<file path="src/rtl/regfile_wb_ctrl.sv">
// regfile_wb_ctrl: owns the register-file write port. It merges ALU results
// (strict priority) with memory results buffered in a small FIFO, and keeps a
// pending-write scoreboard.
// Optional feature macro: REGFILE_WB_FWD_EN adds combinational write-to-read
// forwarding ports.
module regfile_wb_ctrl #(
    parameter int unsigned DATA_W     = 24,
    parameter int unsigned ADDR_W     = 4,
    parameter int unsigned FIFO_DEPTH = 4
) (
    input  logic                     clk,
    input  logic                     rst,
    input  logic                     alu_wb_valid,
    input  logic [ADDR_W-1:0]        alu_wb_dest,
    input  logic [DATA_W-1:0]        alu_wb_data,
    input  logic                     mem_wb_valid,
    output logic                     mem_wb_ready,
    input  logic [ADDR_W-1:0]        mem_wb_dest,
    input  logic [DATA_W-1:0]        mem_wb_data,
    input  logic                     iss_valid,
    input  logic [ADDR_W-1:0]        iss_dest,
    output logic [(1<<ADDR_W)-1:0]   pend_mask,
    output logic                     rf_write_en,
    output logic [ADDR_W-1:0]        rf_write_dest,
    output logic [DATA_W-1:0]        rf_write_data
`ifdef REGFILE_WB_FWD_EN
    ,
    input  logic [ADDR_W-1:0]        rd_addr_1,
    input  logic [ADDR_W-1:0]        rd_addr_2,
    input  logic [DATA_W-1:0]        rf_read_data_1,
    input  logic [DATA_W-1:0]        rf_read_data_2,
    output logic [DATA_W-1:0]        fwd_data_1,
    output logic [DATA_W-1:0]        fwd_data_2
`endif
);

    localparam int unsigned PTR_W = (FIFO_DEPTH > 1) ? $clog2(FIFO_DEPTH) : 1;
    localparam int unsigned CNT_W = $clog2(FIFO_DEPTH + 1);
    localparam int unsigned NREG  = 1 << ADDR_W;

    logic [ADDR_W-1:0] fifo_dest_q [FIFO_DEPTH];
    logic [DATA_W-1:0] fifo_data_q [FIFO_DEPTH];

    logic [PTR_W-1:0]  head_q, head_d;
    logic [PTR_W-1:0]  tail_q, tail_d;
    logic [CNT_W-1:0]  count_q, count_d;
    logic [NREG-1:0]   pend_q, pend_d;
    logic              wr_en_q, wr_en_d;
    logic [ADDR_W-1:0] wr_dest_q, wr_dest_d;
    logic [DATA_W-1:0] wr_data_q, wr_data_d;

    logic              push_c;
    logic              pop_c;
    logic              clr_c;
    logic [ADDR_W-1:0] clr_dest_c;

    // Ready depends only on the registered occupancy, never on a same-cycle pop.
    assign mem_wb_ready = !rst && (count_q < CNT_W'(FIFO_DEPTH));

    // Source selection, FIFO bookkeeping and scoreboard next state.
    always_comb begin
        push_c     = mem_wb_valid && mem_wb_ready;
        pop_c      = 1'b0;
        clr_c      = 1'b0;
        clr_dest_c = '0;
        head_d     = head_q;
        tail_d     = tail_q;
        count_d    = count_q;
        wr_en_d    = 1'b0;
        wr_dest_d  = wr_dest_q;
        wr_data_d  = wr_data_q;
        pend_d     = pend_q;

        if (alu_wb_valid) begin
            clr_c      = 1'b1;
            clr_dest_c = alu_wb_dest;
            wr_en_d    = (alu_wb_dest != '0);
            wr_dest_d  = alu_wb_dest;
            wr_data_d  = alu_wb_data;
        end else if (count_q != '0) begin
            pop_c      = 1'b1;
            clr_c      = 1'b1;
            clr_dest_c = fifo_dest_q[head_q];
            wr_en_d    = (fifo_dest_q[head_q] != '0);
            wr_dest_d  = fifo_dest_q[head_q];
            wr_data_d  = fifo_data_q[head_q];
        end

        if (pop_c) begin
            head_d = head_q + PTR_W'(1);
        end
        if (push_c) begin
            tail_d = tail_q + PTR_W'(1);
        end
        if (push_c && !pop_c) begin
            count_d = count_q + CNT_W'(1);
        end else if (pop_c && !push_c) begin
            count_d = count_q - CNT_W'(1);
        end

        // Clear first so a same-cycle issue to the same register wins.
        if (clr_c) begin
            pend_d[clr_dest_c] = 1'b0;
        end
        if (iss_valid && (iss_dest != '0)) begin
            pend_d[iss_dest] = 1'b1;
        end
    end

    // Control and output registers; reset discards any buffered results.
    always_ff @(posedge clk or posedge rst) begin
        if (rst) begin
            head_q    <= '0;
            tail_q    <= '0;
            count_q   <= '0;
            pend_q    <= '0;
            wr_en_q   <= 1'b0;
            wr_dest_q <= '0;
            wr_data_q <= '0;
        end else begin
            head_q    <= head_d;
            tail_q    <= tail_d;
            count_q   <= count_d;
            pend_q    <= pend_d;
            wr_en_q   <= wr_en_d;
            wr_dest_q <= wr_dest_d;
            wr_data_q <= wr_data_d;
        end
    end

    // FIFO storage; contents are only meaningful under count_q.
    always_ff @(posedge clk) begin
        if (push_c) begin
            fifo_dest_q[tail_q] <= mem_wb_dest;
            fifo_data_q[tail_q] <= mem_wb_data;
        end
    end

    assign pend_mask     = pend_q;
    assign rf_write_en   = wr_en_q;
    assign rf_write_dest = wr_dest_q;
    assign rf_write_data = wr_data_q;

`ifdef REGFILE_WB_FWD_EN
    // Bypass the in-flight write to readers of the same (non-zero) register.
    assign fwd_data_1 = (wr_en_q && (wr_dest_q == rd_addr_1) && (rd_addr_1 != '0))
                        ? wr_data_q : rf_read_data_1;
    assign fwd_data_2 = (wr_en_q && (wr_dest_q == rd_addr_2) && (rd_addr_2 != '0))
                        ? wr_data_q : rf_read_data_2;
`endif

endmodule

</file>
<file path="config.mk">
export PLATFORM = sky130hd
export DESIGN_NAME = regfile_wb_ctrl
export DESIGN_NICKNAME = d
export VERILOG_FILES = /design/src/rtl/regfile_wb_ctrl.sv
export SDC_FILE = /design/constraint.sdc
export NUM_CORES = 1
export LEC_CHECK = 0
export BUFFER_PORTS_ARGS = -buffer_cell sky130_fd_sc_hd__buf_2
export CAP_MARGIN = 30
export CORE_AREA = 2 2 152 80
export DETAILED_ROUTE_END_ITERATION = 8
export DIE_AREA = 0 0 154 82
export PLACE_DENSITY = 0.87
export SYNTH_ARGS = -nofsm -noshare
export SYNTH_HDL_FRONTEND = slang
export SYNTH_SLANG_ARGS = --single-unit
export TNS_END_PERCENT = 50
</file>
<file path="constraint.sdc">
create_clock -name clk -period 7.2 [get_ports clk]
set_clock_uncertainty 0.15 [all_clocks]
set_input_delay 1.08 -clock clk [delete_from_list [all_inputs] [get_ports clk]]
set_output_delay 1.08 -clock clk [all_outputs]
set_load 0.01 [all_outputs]
</file>
# --- Word-level counts from Yosys, hierarchy flattened ---
# Memories as Yosys holds them, arrays and structs flattened.
# Index checks and enable logic that the tools add are counted.
op_classes:
  n_addsub: 4
  magnitude_cmp: 5
  mux: 21
  bitwise_logic: 3
  reduce_logical: 16
op_table:
  columns: ["op", "n"]
  rows:
  - ["$mux 24", 2]
  - ["$mux 16", 2]
  - ["$and 16x16->16", 1]
  - ["$mux 4", 4]
  - ["$not 16->16", 1]
  - ["$or 16x16->16", 1]
  - ["$reduce_bool 4->1", 3]
  - ["$lt 4x5->1 const B", 2]
  - ["$mux 1", 9]
  - ["$demux 1 s4", 2]
  - ["$ge 4x1->1 const B", 2]
  - ["$logic_and 1x1->1", 7]
  - ["$mux 3", 2]
  - ["$add 2x1->2 const B", 2]
  - ["$reduce_bool 2->1", 2]
  - ["$add 3x1->3 const B", 1]
  - ["$logic_not 1->1", 3]
  - ["$lt 3x3->1 const B", 1]
  - ["$reduce_bool 3->1", 1]
  - ["$sub 3x1->3 const B", 1]
totals:
  ff_bits: 52
  ramBits: 112
  elab_cells: 58
  n_memories: 2
mem_list:
  columns: ["name", "words", "width", "read_ports", "rd_ports_with_merged_regs", "write_ports", "line_no", "text"]
  rows:
  - ["fifo_data_q", 4, 24, 1, 0, 1, "42", "logic [DATA_W-1:0] fifo_data_q [FIFO_DEPTH];"]
  - ["fifo_dest_q", 4, 4, 1, 0, 1, "41", "logic [ADDR_W-1:0] fifo_dest_q [FIFO_DEPTH];"]

# --- Longest topological paths before layout ---
depth:
  depth_word: 12
  depth_mapped: 9
  depth_no_buf: 9

# --- Worst setup path before layout ---
# Ideal clock, no wire load.
synth_path:
  path_kind: "in2reg"
  from: "input port rst"
  to: "register count_q[2]"
  setup_ns: 0.079
  t_arrival_ns: 2.623
  t_required_ns: 6.971
  slack_ns: 4.347
  path_stages: 8
  n_path_buf: 0
  path_cell_list: "nor2_1 and2_0 ha_1 inv_1 fa_1 xor2_1 nor2_1 xor2_1"
synth_via:
  elab_chain_len: 6
synth_rtl:
  columns: ["element", "line_no", "text"]
  rows:
  - ["start, declared", "12", "input logic rst,"]
  - ["$logic_not 1->1 (no source line) (*)", null, null]
  - ["$logic_and 1x1->1 (*)", "58", "assign mem_wb_ready = !rst && (count_q < CNT_W'(FIFO_DEPTH));"]
  - ["$logic_and 1x1->1 (*)", "62", "push_c = mem_wb_valid && mem_wb_ready;"]
  - ["net push_c", "52", "logic push_c;"]
  - ["$logic_not 1->1", "97", "end else if (pop_c && !push_c) begin"]
  - ["$logic_and 1x1->1", "97", null]
  - ["$reduce_bool 2->1 (no source line)", null, null]
  - ["end signal, assigned", "123", "count_q <= count_d;"]
  - ["end, declared", "46", "logic [CNT_W-1:0] count_q, count_d;"]
# The timed path passes the listed nets; every way through them passes the cells marked *.
# A chain may end at the register's enable or synchronous reset.

# --- Worst setup path after layout ---
layout_path:
  from: "register head_q[0]"
  to: "register pend_q[12], in the netlist pend_mask[12]"
layout_via:
  elab_chain_len: 12
layout_rtl:
  columns: ["element", "line_no", "text"]
  rows:
  - ["start, declared", "44", "logic [PTR_W-1:0] head_q, head_d;"]
  - ["start signal, assigned", "113", "head_q <= '0;"]
  - ["start signal, assigned", "121", "head_q <= head_d;"]
  - ["$mem_v2 4x4 (*)", null, null]
  - ["$mux 4 (*)", "80", "end else if (count_q != '0) begin"]
  - ["$mux 4 (*)", "74", "if (alu_wb_valid) begin"]
  - ["$lt 4x5->1 (implied by the code) or $ge 4x1->1 (tied branches)", "103", "pend_d[clr_dest_c] = 1'b0;"]
  - ["$logic_and 1x1->1 (implied by the code)", "103", null]
  - ["$mux 1 (implied by the code)", "103", null]
  - ["$demux 1 s4 (*)", "103", null]
  - ["$not 16->16 (no source line) (*)", null, null]
  - ["$and 16x16->16 (no source line) (*)", null, null]
  - ["$mux 16 (*)", "102", "if (clr_c) begin"]
  - ["$or 16x16->16 (no source line)", null, null]
  - ["$mux 16 (*)", "105", "if (iss_valid && (iss_dest != '0)) begin"]
  - ["net pend_d[12]", "47", "logic [NREG-1:0] pend_q, pend_d;"]
  - ["end signal, assigned", "124", "pend_q <= pend_d;"]
  - ["end, declared", "47", null]
# Marked as above.

==> flow_metrics.env <==
export IMPL_crit_reg2reg_capture="pend_mask[12]"
export IMPL_cts_sinks=164
export IMPL_clkTransAtPathRegs_ns=0.06
export IMPL_finalCriticalPeriod_ns=2.97
export IMPL_insertion_delay_ns=0.42
export IMPL_yosysWarnings=0
export IMPL_synth_yosys_seq_area_share_pct=70.4
export IMPL_row_count=28
export IMPL_final_layout_size_suffix_gt1_share_pct=35.0
export IMPL_hold_depth=1
export IMPL_avgSynthCellArea_um2=16.5
export IMPL_critPathLaunchType="flop"
export IMPL_holdPathEnd="pend_mask[3]"
export IMPL_rr_worst_depth=5
export IMPL_r2r_setup_slack_ns=4.23
export IMPL_cp_arrival_ns=3.13
export IMPL_htree_levels=4
export IMPL_slew_violations=0
export IMPL_cts_tree="yes"
export IMPL_grt_overflow_total=0
export IMPL_drc=0
export IMPL_hold_viol=0
export IMPL_hold_worst_slack_ns=0.353
export IMPL_die_h_um=82
export IMPL_nNetsFinal=590
export IMPL_drt_iter0_markers=376
export IMPL_crit_path_max_incr_delay_ns=0.78
export IMPL_grt_setup_unrepaired="no"
export IMPL_die_w_um=154
export IMPL_end_kind="flop"
export IMPL_viasPerCell=6.01
export IMPL_power_leakage_uw=0.00299
export IMPL_ant_nets=0
export IMPL_gp_congestion=0.777
export IMPL_async_reset_ff_share_pct=31.7
export IMPL_port_buffer_count=110
export IMPL_r2r_start="head_q[0]"
export IMPL_drv_cap=0
export IMPL_wl_per_cell_um=22.4
export IMPL_cts_repair_resized=0
export IMPL_finalSetupViolCount=0
export IMPL_grt_usage_pct=26.1
export IMPL_via_count=4110
export IMPL_dp_slack_ns=3.94
export IMPL_synth_cell_types=39
export IMPL_synth_main_ff_cell="edfxtp_1"
export IMPL_synth_nets=472
export IMPL_vdd_drop_max_uv=194
export IMPL_grt_max_degree=72
export IMPL_post_route_period_util_pct=41.3
export IMPL_core_area_um2=11400
export IMPL_areaGrowthSynthToFinish_pct=19.8
export IMPL_synth_top_area_share_pct=50.7
export IMPL_synth_top_area_cell="edfxtp_1"
export IMPL_grt_pass1_vias=4132
export IMPL_hpwl_um=9760
export IMPL_worst_endpoint_required_ns=7.36
export IMPL_cts_root_buf="clkbuf_16"
export IMPL_synth_edf_count=112
export IMPL_synthTopCellsByArea="edfxtp_1, dfrtp_1, mux4_2, mux2i_1, o21ai_0"
export IMPL_ys_seq_elements=164
export IMPL_crit_type="flop to flop"
export IMPL_firstDrtPassIters=5
export IMPL_hold_start="pend_mask[3]"
export IMPL_ios=111
export IMPL_antenna_found_initial=2
export IMPL_cts_made_buffers=17
export IMPL_setup_tns_ns=0
export IMPL_cts_setup_buffers=0
export IMPL_p_per_area_nw_per_um2=375
export IMPL_crit_chain="buf_12 -> mux4_2 -> nor4_1 -> o32ai_1 -> a21o_1"
export IMPL_cts_hold_buf=0
export IMPL_start_util_pct=58.2
export IMPL_cp_slowest_cell="nor4_1"
export IMPL_worst_pin_slew_ns=1.04
export IMPL_stdcell_count=684
export IMPL_dieArea_um2=12600
export IMPL_slew_headroom_pct=30.0
export IMPL_status="finished, final reports clean"
export IMPL_netlist_top_cells_count="edfxtp_1, dfrtp_1, nand2_1, o21ai_0, mux4_2"
export IMPL_grt_pass1_wl_um=23600
export IMPL_synth_most_common_cell="edfxtp_1"
export IMPL_wl_um=15300
export IMPL_fill_cells=723
export IMPL_hp_class="flop to flop"
export IMPL_dp_cells=650
export IMPL_max_freq_ghz=0.336
export IMPL_setup_ws_ns=4.23
export IMPL_cp_max_fo=17
export IMPL_ctsLongestPathBuffers=2
export IMPL_synthesis_area_um2=6630
export IMPL_netlist_instances=401
critical path, delay by kind of cell, from the launching register on:
family	cells	cell delay, ns
buffers and inverters	1	0.25
and+or+nand+nor	1	0.78
DFF	1	0.67
AOI/OAI and AO/OA	2	0.41
muxes	1	0.59
through the flow:
stage / cell area, um^2 / total power, uW / utilization [%]
2_1_floorplan: 6630 / 1810 / -
3_3_place_gp: 7330 / 2020 / 64.4
3_5_place_dp: 7350 / 2090 / 64.6
4_1_cts: 7940 / 2990 / 69.7
5_1_grt: 7940 / 3110 / 69.7
6_report: 7940 / 2980 / 69.7
how the worst max path moves through the flow:
stage | startpoint | cells after the start | end | slack, ns
after floorplan | rst | 8 | count_q[2] | 4.35
after global placement | alu_wb_valid | 10 | count_q[2] | 4.01
after detailed placement | alu_wb_valid | 10 | count_q[2] | 3.94
after CTS | head_q[0] | 5 | pend_mask[12] | 4.23
after global routing | head_q[0] | 5 | pend_mask[12] | 4.12
final | head_q[0] | 5 | pend_mask[12] | 4.23
where the power goes:
group          switching [uW]  total [uW]  internal, uW
Clock                     353         885           532
Combinational             409         801           392
Sequential                129        1290          1160
cells by family (layout without fill, tap and decap cells):
| family | after synthesis | after routing | share of synthesized area [%] |
|---|---|---|---|
| AOI/OAI and AO/OA | 57 | 57 | 5.45 |
| xor gates and xnor gates | 6 | 6 | 0.793 |
| adders and majority gates | 6 | 6 | 1.25 |
| buffers and inverters | 22 | 153 | 1.49 |
| DFF | 164 | 164 | 70.4 |
| muxes | 55 | 55 | 13.6 |
| other | 0 | 2 | 0 |
| and+or+nand+nor | 91 | 91 | 7.04 |
layer usage:
layer	vias to the layer above	wire length, um	track usage (%)
li1	1793	-	-
met1	2046	6430	35.3
met2	247	7210	41.2
met3	24	1490	9.02
met4	0	168	7.76
met5	-	0	0
flip-flops by register name, summed over array words and instances (netlist names):
| name | cells |
|---|---|
| count_q | 3 |
| fifo_data_q | 96 |
| fifo_dest_q | 16 |
| head_q | 2 |
| pend_mask | 16 |
| rf_write_data | 24 |
| rf_write_dest | 4 |
| rf_write_en | 1 |
| tail_q | 2 |
layout make-up:
cell class	count	area [um^2]	share of cell area, %
inverter	6	22.5	0.284
sequential	164	4670	58.8
antenna	2	5.00	0.0630
tap	150	188	2.36
timing repair buffer	115	601	7.56
clock buffer	24	513	6.46
multi-input combinational	215	1880	23.6
clock inverter	8	70.1	0.882
placed cells by master, fill, tap and decap left out, types with 3 or more instances in the layout:
cell type | netlist | routed
nor2_1 | 14 | 14
nand2_1 | 35 | 35
nand3b_1 | 3 | 3
buf_2 | 4 | 110
dfrtp_1 | 52 | 51
nand2b_1 | 3 | 3
mux2i_1 | 26 | 26
clkbuf_8 | 0 | 4
o21ai_0 | 33 | 33
nor3_1 | 4 | 3
and3_1 | 16 | 12
a21o_1 | 3 | 3
ha_1 | 5 | 5
xnor2_1 | 4 | 4
clkbuf_16 | 0 | 18
buf_4 | 3 | 4
nor2b_1 | 3 | 3
edfxtp_1 | 112 | 112
clkinv_2 | 0 | 5
inv_1 | 6 | 5
mux4_2 | 28 | 28
nand3_1 | 3 | 3
and3_2 | 0 | 4
a211o_1 | 12 | 12
Note: power is estimated with default switching activity, not from simulation.
